===== config.mk =====
export PLATFORM = sky130hd
export DESIGN_NAME = hid_event_scheduler_flat
export DESIGN_NICKNAME = d
export VERILOG_FILES = /design/src/rtl/hid_event_scheduler_if.sv /design/src/rtl/hid_event_scheduler.sv /design/src/flat_wrapper.sv
export SDC_FILE = /design/constraint.sdc
export NUM_CORES = 1
export LEC_CHECK = 0
export ABC_AREA = 0
export CAP_MARGIN = 10
export CORE_MARGIN = 3
export CORE_UTILIZATION = 45
export CTS_CLUSTER_DIAMETER = 40
export DETAILED_ROUTE_END_ITERATION = 8
export PLACE_DENSITY = 0.66
export RECOVER_POWER = 100
export SYNTH_ARGS = -nofsm -noshare
export SYNTH_HDL_FRONTEND = slang
export SYNTH_SLANG_ARGS = --single-unit

===== constraint.sdc =====
create_clock -name clk -period 4.5 [get_ports clk]
set_input_delay 0.45 -clock clk [delete_from_list [all_inputs] [get_ports clk]]
set_output_delay 0.45 -clock clk [all_outputs]
set_load 0.005 [all_outputs]

===== src/rtl/hid_event_scheduler_if.sv =====
// Link between the HID event scheduler and the data_tx packet transmitter.
// The scheduler drives the issue pulses/data; data_tx reports session and busy state.
interface hid_event_scheduler_if;
  logic       online;
  logic       busy;
  logic       mouse_action;
  logic [7:0] mouse_data;
  logic       keyboard_action;
  logic [7:0] keyboard_data;

  modport master (
    input  online, busy,
    output mouse_action, mouse_data, keyboard_action, keyboard_data
  );

  modport slave (
    output online, busy,
    input  mouse_action, mouse_data, keyboard_action, keyboard_data
  );
endinterface


===== src/rtl/hid_event_scheduler.sv =====
// Per-source FIFOs for mouse/keyboard HID bytes with a round-robin issue FSM
// that hands one event at a time to data_tx and tracks its busy handshake.
module hid_event_scheduler #(
  parameter int unsigned FIFO_DEPTH   = 4,
  parameter int unsigned BUSY_TIMEOUT = 16
) (
  input  logic                         clk,
  input  logic                         reset,
  input  logic                         m_valid,
  input  logic [7:0]                   m_byte,
  input  logic                         k_valid,
  input  logic [7:0]                   k_byte,
  hid_event_scheduler_if.master        tx,
  output logic [$clog2(FIFO_DEPTH):0]  m_level,
  output logic [$clog2(FIFO_DEPTH):0]  k_level,
  output logic                         m_drop,
  output logic                         k_drop,
  output logic [7:0]                   drop_count
);

  localparam int unsigned AW = $clog2(FIFO_DEPTH);
  localparam int unsigned TW = $clog2(BUSY_TIMEOUT + 1);
  localparam logic [AW:0]   FULL_LEVEL = (AW + 1)'(FIFO_DEPTH);
  localparam logic [TW-1:0] TMO_LOAD   = TW'(BUSY_TIMEOUT - 1);

  typedef enum logic [1:0] {
    IDLE,
    ISSUE,
    WAIT_BUSY,
    WAIT_DONE
  } state_t;

  state_t        state;
  logic [TW-1:0] tmo;
  logic          last_grant_k;

  logic [7:0]  m_mem [FIFO_DEPTH];
  logic [7:0]  k_mem [FIFO_DEPTH];
  logic [AW:0] m_wptr, m_rptr;
  logic [AW:0] k_wptr, k_rptr;

  logic m_full, k_full, m_ne, k_ne;
  logic m_push, k_push, m_ovf, k_ovf;
  logic grant_ok, grant_m, grant_k;
  logic [8:0] drop_sum;

  assign m_level = m_wptr - m_rptr;
  assign k_level = k_wptr - k_rptr;
  assign m_full  = (m_level == FULL_LEVEL);
  assign k_full  = (k_level == FULL_LEVEL);
  assign m_ne    = (m_level != '0);
  assign k_ne    = (k_level != '0);

  // Fullness uses the start-of-cycle level, so a same-cycle pop never rescues a byte.
  assign m_push = m_valid && tx.online && !m_full;
  assign k_push = k_valid && tx.online && !k_full;
  assign m_ovf  = m_valid && tx.online && m_full;
  assign k_ovf  = k_valid && tx.online && k_full;

  assign grant_ok = (state == IDLE) && tx.online && !tx.busy;
  assign grant_m  = grant_ok && m_ne && (!k_ne || last_grant_k);
  assign grant_k  = grant_ok && k_ne && !grant_m;

  assign drop_sum = {1'b0, drop_count} + {8'd0, m_ovf} + {8'd0, k_ovf};

  always_ff @(posedge clk) begin
    if (m_push) m_mem[m_wptr[AW-1:0]] <= m_byte;
    if (k_push) k_mem[k_wptr[AW-1:0]] <= k_byte;
  end

  always_ff @(posedge clk or negedge reset) begin
    if (!reset) begin
      state              <= IDLE;
      tmo                <= '0;
      last_grant_k       <= 1'b1;
      m_wptr             <= '0;
      m_rptr             <= '0;
      k_wptr             <= '0;
      k_rptr             <= '0;
      m_drop             <= 1'b0;
      k_drop             <= 1'b0;
      drop_count         <= '0;
      tx.mouse_action    <= 1'b0;
      tx.mouse_data      <= '0;
      tx.keyboard_action <= 1'b0;
      tx.keyboard_data   <= '0;
    end else begin
      m_drop     <= m_ovf;
      k_drop     <= k_ovf;
      drop_count <= drop_sum[8] ? 8'hFF : drop_sum[7:0];

      if (!tx.online) begin
        // Offline: flush both queues and abandon any handshake; data outputs hold.
        state              <= IDLE;
        tmo                <= '0;
        m_wptr             <= '0;
        m_rptr             <= '0;
        k_wptr             <= '0;
        k_rptr             <= '0;
        tx.mouse_action    <= 1'b0;
        tx.keyboard_action <= 1'b0;
      end else begin
        if (m_push)  m_wptr <= m_wptr + 1'b1;
        if (k_push)  k_wptr <= k_wptr + 1'b1;
        if (grant_m) m_rptr <= m_rptr + 1'b1;
        if (grant_k) k_rptr <= k_rptr + 1'b1;

        tx.mouse_action    <= 1'b0;
        tx.keyboard_action <= 1'b0;

        case (state)
          IDLE: begin
            if (grant_m) begin
              tx.mouse_data   <= m_mem[m_rptr[AW-1:0]];
              tx.mouse_action <= 1'b1;
              last_grant_k    <= 1'b0;
              state           <= ISSUE;
            end else if (grant_k) begin
              tx.keyboard_data   <= k_mem[k_rptr[AW-1:0]];
              tx.keyboard_action <= 1'b1;
              last_grant_k       <= 1'b1;
              state              <= ISSUE;
            end
          end
          ISSUE: begin
            tmo   <= TMO_LOAD;
            state <= WAIT_BUSY;
          end
          WAIT_BUSY: begin
            if (tx.busy)          state <= WAIT_DONE;
            else if (tmo == '0)   state <= IDLE;
            else                  tmo   <= tmo - 1'b1;
          end
          WAIT_DONE: begin
            if (!tx.busy) state <= IDLE;
          end
          default: state <= IDLE;
        endcase
      end
    end
  end

endmodule


===== src/flat_wrapper.sv =====
// flat-port wrapper written by rule: the top's interface ports become plain ports
module hid_event_scheduler_flat 
#(
  parameter int unsigned FIFO_DEPTH   = 4,
  parameter int unsigned BUSY_TIMEOUT = 16
)
  (clk, reset, m_valid, m_byte, k_valid, k_byte, m_level, k_level, m_drop, k_drop, drop_count, tx_online, tx_busy, tx_mouse_action, tx_mouse_data, tx_keyboard_action, tx_keyboard_data);
  hid_event_scheduler_if tx_i ();
  input  logic clk;
  input  logic reset;
  input  logic m_valid;
  input  logic [7:0] m_byte;
  input  logic k_valid;
  input  logic [7:0] k_byte;
  output logic [$clog2(FIFO_DEPTH):0] m_level;
  output logic [$clog2(FIFO_DEPTH):0] k_level;
  output logic m_drop;
  output logic k_drop;
  output logic [7:0] drop_count;
  input wire logic [$bits(tx_i.online)-1:0] tx_online;
  input wire logic [$bits(tx_i.busy)-1:0] tx_busy;
  output wire logic [$bits(tx_i.mouse_action)-1:0] tx_mouse_action;
  output wire logic [$bits(tx_i.mouse_data)-1:0] tx_mouse_data;
  output wire logic [$bits(tx_i.keyboard_action)-1:0] tx_keyboard_action;
  output wire logic [$bits(tx_i.keyboard_data)-1:0] tx_keyboard_data;
  assign tx_i.online = tx_online;
  assign tx_i.busy = tx_busy;
  assign tx_mouse_action = tx_i.mouse_action;
  assign tx_mouse_data = tx_i.mouse_data;
  assign tx_keyboard_action = tx_i.keyboard_action;
  assign tx_keyboard_data = tx_i.keyboard_data;
  hid_event_scheduler #(.FIFO_DEPTH(FIFO_DEPTH), .BUSY_TIMEOUT(BUSY_TIMEOUT)) u_core (.clk(clk), .reset(reset), .m_valid(m_valid), .m_byte(m_byte), .k_valid(k_valid), .k_byte(k_byte), .tx(tx_i), .m_level(m_level), .k_level(k_level), .m_drop(m_drop), .k_drop(k_drop), .drop_count(drop_count));
endmodule

==> key figures, run 1 <==
Outcome
  – Status: finished, violations left
  – Failing checks: capacitance limit, slew limit

Power and ir drop
  – Maximum vdd drop: 301.2 uV
  – Leakage power: 2.218 nW
  – Power Density: 498.1 nW/um^2

Clocking
  – Postcts setup bufs: 0
  – CTS Buffer Depth: 2
  – Worst-path clk slew: 110 ps
  – CTS tree: yes
  – Clk Latency, worst-skew pair: 360 ps
  – Post_cts resized: 0
  – CTS Buf Count: 9
  – CTS Hold Buffers Added: 0
  – Clock sink count: 112
  – H-tree depth: 3
  – Root Driver: clkbuf_8

Worst setup path
  – Crit path largest cell delay: 770 ps
  – Crit. End Element: flop
  – FF-to-FF End: u_core.drop_count[2]$_DFF_PN0_
  – CP required: 4740 ps
  – R2R cell count: 10
  – Critical path's top delay family: adder cells
  – Buf/Inv on CP: 0
  – CP arrival: 3580 ps
  – Startpoint types: flop
  – Slowest CP cell: dfrtp_1
  – WS Path Type: reg -> reg
  – FF-to-FF setup slack: 1160 ps
  – CP max FO: 12
  – R2R Path Start: u_core.k_rptr[0]$_DFFE_PN0P_
  – Worst-path cell chain: ha_1 -> fa_1 -> nand2_1 -> nor2_1 -> and3_1 -> fa_1 -> and4_1 -> and3_1 -> nand3_1 -> o21ai_0

Hold path
  – Hold Path End: u_core.tx.keyboard_data[0]$_DFFE_PN0P_
  – Worst Hold Class: reg -> reg
  – Hold path startpoint: u_core.tx.keyboard_data[0]$_DFFE_PN0P_
  – Worst Hold Depth: 1

Timing
  – F_max: 299.7 MHz
  – Slew margin rel.: -86.07%
  – Worst Clk Skew: 13.48 ps
  – Final Hold Viols: 0
  – Final setup fails: 0
  – Worst slew pin tran: 2791 ps
  – Final min period: 3336 ps
  – Setup TNS: 0 ps
  – Post-route clock period utilization: 74.14%
  – Max-slew violations: 49
  – Worst hold slack: 498.7 ps
  – RSZ-0062 raised after global routing: false

Logic synthesis
  – Mapped Cells: 293
  – Syn nets: 332
  – Synthesized area: 4732 sq um
  – Ys Warns: 0
  – Yosys cell types: 44
  – Syn avg cell area: 16.15 sq um
  – Synth Register Bits: 112
  – Seq/Total Area, Yosys: 66.02%

Cells and area
  – Commonest cells after routing, fill and taps aside: edfxtp_1 (64), dlygate4sd3_1 (50), dfrtp_1 (47)
  – Commonest non-fill, non-tap cell in the layout: edfxtp_1
  – Ant. Diodes: 0
  – Nets: 392
  – Synthesis-to-finish area growth: 17.45%
  – Layout cells sized above 1: 12.85%
  – Post-route cell area: 5558 sq um

Detailed routing
  – Vias: 2,548
  – Iter 0 DRT Violations: 88
  – Final routed DRC violation total: 0
  – Post-route ant nets: 0
  – Drt wl/cell: 16.38 microns
  – Drt first pass iters: 4
  – Vias/cell: 5.189
  – Final wirelength: 8041 microns

GRT
  – Vias in the first global route: 2,652
  – Global-route wire length before repair: 13,410 microns
  – Pin count of the biggest net entering global routing: 49
  – Aggregate global-route resource usage: 15.05%
  – Number of antenna violations at the first check in global routing: 0
  – GRT overflow: 0

Floorplanning
  – Die W: 108.5 microns
  – # IOs: 56
  – Die height: 108.5 microns
  – Initial core utilization: 47.32%
  – # rows: 36
  – Die area: 11,780 sq um
  – Placeable Area: 10000 sq um

Place
  – Placed cell areas: 5418 sq um
  – DP HPWL: 5393 microns
  – Gpl congestion: 0.7940
  – PortBufs: 55

Job
  – Number of max-cap violations: 1
==> final cells by class <==
| class | count | area (sq um) |
|---|---|---|
| multi-input cells | 155 | 1453 |
| inverters | 18 | 67.56 |
| repair buffers | 57 | 553.0 |
| fillers | 841 | 4442 |
| clock buffers | 9 | 123.9 |
| well taps | 133 | 166.4 |
| flip-flops and latches | 112 | 3124 |
| clock inverters | 7 | 70.07 |
==> registers in the layout, summed over array words and instances, names as in the netlist <==
register / count
u_core.last_grant_k: 1
u_core.m_rptr: 3
u_core.m_mem: 32
u_core.k_drop: 1
u_core.tx.keyboard_action: 1
u_core.tx.mouse_data: 8
u_core.k_rptr: 3
u_core.drop_count: 8
u_core.state: 2
u_core.m_wptr: 3
u_core.tx.keyboard_data: 8
u_core.m_drop: 1
u_core.tmo: 5
u_core.tx.mouse_action: 1
u_core.k_mem: 32
u_core.k_wptr: 3
==> routing by layer <==
layer	GRT usage [%]	wire length [microns]	vias to the layer above
met5	0	0	-
met4	3.787	61	0
met3	4.239	337	5
met2	24.40	3913	54
met1	20.19	3728	1282
li1	-	-	1207
==> per-stage QoR <==
stage	cells	setup slack, ps	power [mW]	util [%]
floorplan	293	1668	1.946	-
global placement	475	1219	2.326	54.18
detailed placement	475	1094	2.345	54.18
CTS	491	1106	2.921	56.12
global route	491	830.9	2.970	55.58
finish	491	1164	2.769	55.58
==> power by group <==
| part | total, mW | switching [mW] | internal [mW] |
|---|---|---|---|
| clock | 0.572 | 0.354 | 0.218 |
| combinational | 0.797 | 0.346 | 0.451 |
| sequential | 1.40 | 0.135 | 1.27 |
==> cells by family (layout without fill, tap and decap cells) <==
kind of cell / Yosys count / in the layout / synth area share, %
and+or+nand+nor: 58 / 58 / 6.240
xor gates and xnor gates: 8 / 8 / 2.115
muxes: 39 / 39 / 13.49
buffers and inverters: 26 / 91 / 2.300
AOI/OAI and AO/OA: 33 / 33 / 4.865
DFF: 112 / 112 / 66.02
adders and majority gates: 17 / 17 / 4.971
==> synth_stat cells, drive strengths merged <==
| cell type | instances | share of area [%] |
|---|---|---|
| o21bai | 1 | 0.40 |
| dfstp | 1 | 0.56 |
| nand3 | 3 | 0.32 |
| nor2 | 9 | 0.71 |
| and3 | 7 | 0.93 |
| o221a | 2 | 0.48 |
| fa | 3 | 1.3 |
| xnor2 | 5 | 0.93 |
| and2 | 4 | 0.53 |
| xnor3 | 1 | 0.48 |
| xor3 | 1 | 0.53 |
| dfrtp | 47 | 25 |
| o31ai | 2 | 0.32 |
| a31oi | 4 | 0.53 |
| clkbuf | 3 | 0.24 |
| or2b | 1 | 0.16 |
| buf | 5 | 0.63 |
| nor3b | 1 | 0.16 |
| or4 | 2 | 0.32 |
| ha | 14 | 3.7 |
| nand2 | 21 | 1.7 |
| nand2b | 2 | 0.26 |
| a21o | 1 | 0.16 |
| nor2b | 3 | 0.40 |
| mux2 | 17 | 4.6 |
| inv | 18 | 1.4 |
| mux2i | 6 | 1.3 |
| xor2 | 1 | 0.19 |
| o22ai | 1 | 0.13 |
| o311ai | 1 | 0.34 |
| mux4 | 16 | 7.6 |
| o211ai | 2 | 0.32 |
| nor3 | 2 | 0.21 |
| and4 | 1 | 0.19 |
| o41ai | 1 | 0.19 |
| or4b | 1 | 0.21 |
| edfxtp | 64 | 41 |
| a21oi | 7 | 0.74 |
| nor4b | 1 | 0.19 |
| o21a | 2 | 0.32 |
| o21ai | 9 | 0.95 |
==> worst max path at each step <==
stage | from | slack, ps | cells after the start | endpoint
after CTS | u_core.k_rptr[0]$_DFFE_PN0P_ | 1110 | 10 | u_core.drop_count[2]$_DFF_PN0_
after detailed placement | u_core.k_rptr[0]$_DFFE_PN0P_ | 1090 | 10 | u_core.drop_count[2]$_DFF_PN0_
after global placement | u_core.k_rptr[0]$_DFFE_PN0P_ | 1220 | 10 | u_core.drop_count[3]$_DFF_PN0_
after floorplan | u_core.k_wptr[0]$_DFFE_PN0P_ | 1670 | 11 | u_core.drop_count[2]$_DFF_PN0_
after global routing | u_core.k_rptr[0]$_DFFE_PN0P_ | 830 | 10 | u_core.drop_count[2]$_DFF_PN0_
final | u_core.k_rptr[0]$_DFFE_PN0P_ | 1160 | 10 | u_core.drop_count[2]$_DFF_PN0_
(Power assumes the default switching activity.)
==> run 2, diff against run 1 <==
==> constraint.sdc (replaced) <==
create_clock -name clk -period 3.15 [get_ports clk]
set_input_delay 0.315 -clock clk [delete_from_list [all_inputs] [get_ports clk]]
set_output_delay 0.315 -clock clk [all_outputs]
set_load 0.005 [all_outputs]
==> run 2 against run 1 <==
Against the previous run:
- the flow still finishes with violations (capacitance limit, slew limit)
- clock power up 57%
- routed wire length is 4.5% higher
- core utilization increased by 0.83 points
- critical path depth rose by 1
- clock skew shrank 2.0 ps
- non-clock buffer count rose by 8
- critical path type unchanged
- critical endpoint is now u_core.drop_count[3]$_DFF_PN0_
- largest cell class unchanged
- highest routed layer unchanged
==> key figures, run 2 (same netlist as run 1, synthesis figures left out) <==
Cells and area
  – Commonest cells after routing, fill and taps aside: edfxtp_1 (64), dlygate4sd3_1 (50), dfrtp_1 (47)
  – Commonest non-fill, non-tap cell in the layout: edfxtp_1
  – Layout fillers: 826
  – Layout cells sized above 1: 15.03%
  – Ant. Diodes: 0
  – Nets: 400
  – Synthesis-to-finish area growth: 19.20%
  – FF/Latch Area: 3124 sq um
  – Multi-input logic area: 1466 sq um
  – Fin util: 56.41%

Floorplanning
  – Die height: 108.5 microns
  – # rows: 36
  – Initial core utilization: 47.32%
  – # IOs: 56
  – Die W: 108.5 microns
  – Die area: 11,780 sq um
  – Placeable Area: 10000 sq um

Hold path
  – Hold Path End: u_core.tx.keyboard_data[1]$_DFFE_PN0P_
  – Hold path startpoint: u_core.tx.keyboard_data[1]$_DFFE_PN0P_
  – Worst Hold Class: reg -> reg
  – Worst Hold Depth: 1

Clocking
  – Root Driver: clkbuf_8
  – Postcts setup bufs: 0
  – H-tree depth: 3
  – Post_cts resized: 0
  – CTS Buf Count: 9
  – CTS Buffer Depth: 2
  – Worst-path clk slew: 110 ps
  – Clk Latency, worst-skew pair: 370 ps
  – CTS Hold Buffers Added: 0
  – CTS tree: yes
  – Clock sink count: 112

Place
  – Post-Place Worst Slack: 83.63 ps
  – PortBufs: 55
  – Gpl congestion: 0.7797
  – DP HPWL: 5705 microns

Power and ir drop
  – Leakage power: 2.253 nW
  – Maximum vdd drop: 396.5 uV
  – Power Density: 724.6 nW/um^2

Worst setup path
  – WS Path Type: reg -> reg
  – CP arrival: 3180 ps
  – Buf/Inv on CP: 1
  – R2R cell count: 11
  – Critical path's top delay family: adder cells
  – Crit path from: u_core.k_wptr[0]$_DFFE_PN0P_
  – CP required: 3400 ps
  – Worst-path cell chain: inv_1 -> ha_1 -> fa_1 -> nand2_2 -> nor2_1 -> and3_1 -> fa_1 -> and4_1 -> and3_1 -> nand3_2 -> o21ai_0
  – Slowest CP cell: fa_1
  – Crit. End Element: flop
  – CP max FO: 6
  – Crit path largest cell delay: 480 ps
  – FF-to-FF setup slack: 210 ps
  – Startpoint types: flop
  – R2R Path Start: u_core.k_wptr[0]$_DFFE_PN0P_
  – FF-to-FF End: u_core.drop_count[3]$_DFF_PN0_

Timing
  – F_max: 340.5 MHz
  – Final min period: 2937 ps
  – RSZ-0062 raised after global routing: false
  – Worst hold slack: 497.0 ps
  – Post-route clock period utilization: 93.25%
  – Max-slew violations: 38
  – Worst Clk Skew: 11.52 ps
  – Final setup fails: 0
  – Setup TNS: 0 ps
  – Final Hold Viols: 0
  – Worst slew pin tran: 2081 ps
  – Slew margin rel.: -38.71%
  – Worst Slack Setup Final: 212.7 ps

Detailed routing
  – Post-route ant nets: 0
  – Iter 0 DRT Violations: 118
  – Vias/cell: 5.224
  – Final wirelength: 8400 microns
  – Vias: 2,607
  – Drt first pass iters: 4
  – Drt wl/cell: 16.83 microns
  – Final routed DRC violation total: 0

GRT
  – Global-route wire length before repair: 14,150 microns
  – GRT overflow: 0
  – Vias in the first global route: 2,794
  – Number of antenna violations at the first check in global routing: 0
  – Aggregate global-route resource usage: 15.96%
  – Pin count of the biggest net entering global routing: 38

Job
  – Number of max-cap violations: 1

Outcome
  – Status: finished, violations left
  – Failing checks: capacitance limit, slew limit
==> run 2: cell count changes in the layout (fill, tap and decap cells not counted), sizes merged <==
cell and delta:
inv -1, clkinv -3, clkinvlp +2, buf +5, clkbuf +4, bufinv +1
==> run 2: how the worst max path moves through the flow <==
stage / endpoint / slack, ps / depth (start not counted)
5_1_grt: u_core.drop_count[3]$_DFF_PN0_ / 20 / 11
3_5_place_dp: u_core.drop_count[3]$_DFF_PN0_ / 80 / 11
4_1_cts: u_core.drop_count[3]$_DFF_PN0_ / 80 / 11
2_1_floorplan: u_core.drop_count[2]$_DFF_PN0_ / 320 / 11
3_3_place_gp: u_core.drop_count[5]$_DFF_PN0_ / 240 / 11
6_report: u_core.drop_count[3]$_DFF_PN0_ / 210 / 11
==> run 2: per-stage QoR <==
| stage | std cells | area (sq um) | total power, mW |
|---|---|---|---|
| 6_report | 499 | 5640 | 4.087 |
| 2_1_floorplan | 293 | 4732 | 2.781 |
| 4_1_cts | 499 | 5689 | 4.307 |
| 3_5_place_dp | 483 | 5478 | 3.399 |
| 3_3_place_gp | 483 | 5478 | 3.375 |
| 5_1_grt | 499 | 5640 | 4.362 |
==> run 2: routing by layer <==
layer / vias up / global-route usage, % / wire length [microns]
met5: - / 0 / 0
met4: 0 / 5.230 / 87
met3: 9 / 3.104 / 364
met2: 61 / 26.04 / 4194
met1: 1314 / 21.68 / 3754
li1: 1223 / - / -
==> run 2: where the power goes <==
part           leakage, nW  switching, mW  total (mW)  internal (mW)
Clock                0.101          0.496       0.897          0.401
Combinational        0.952          0.572        1.25          0.676
Sequential            1.20          0.132        1.94           1.81
Total                 2.25           1.20        4.09           2.89
==> run 2: area by class of cell <==
class | count | share of cell area [%]
clock inverters | 6 | 1.309
flip-flops and latches | 112 | 55.39
inverters | 18 | 1.198
clock buffers | 10 | 2.440
repair buffers | 65 | 10.71
well taps | 133 | 2.950
multi-input cells | 155 | 26.00
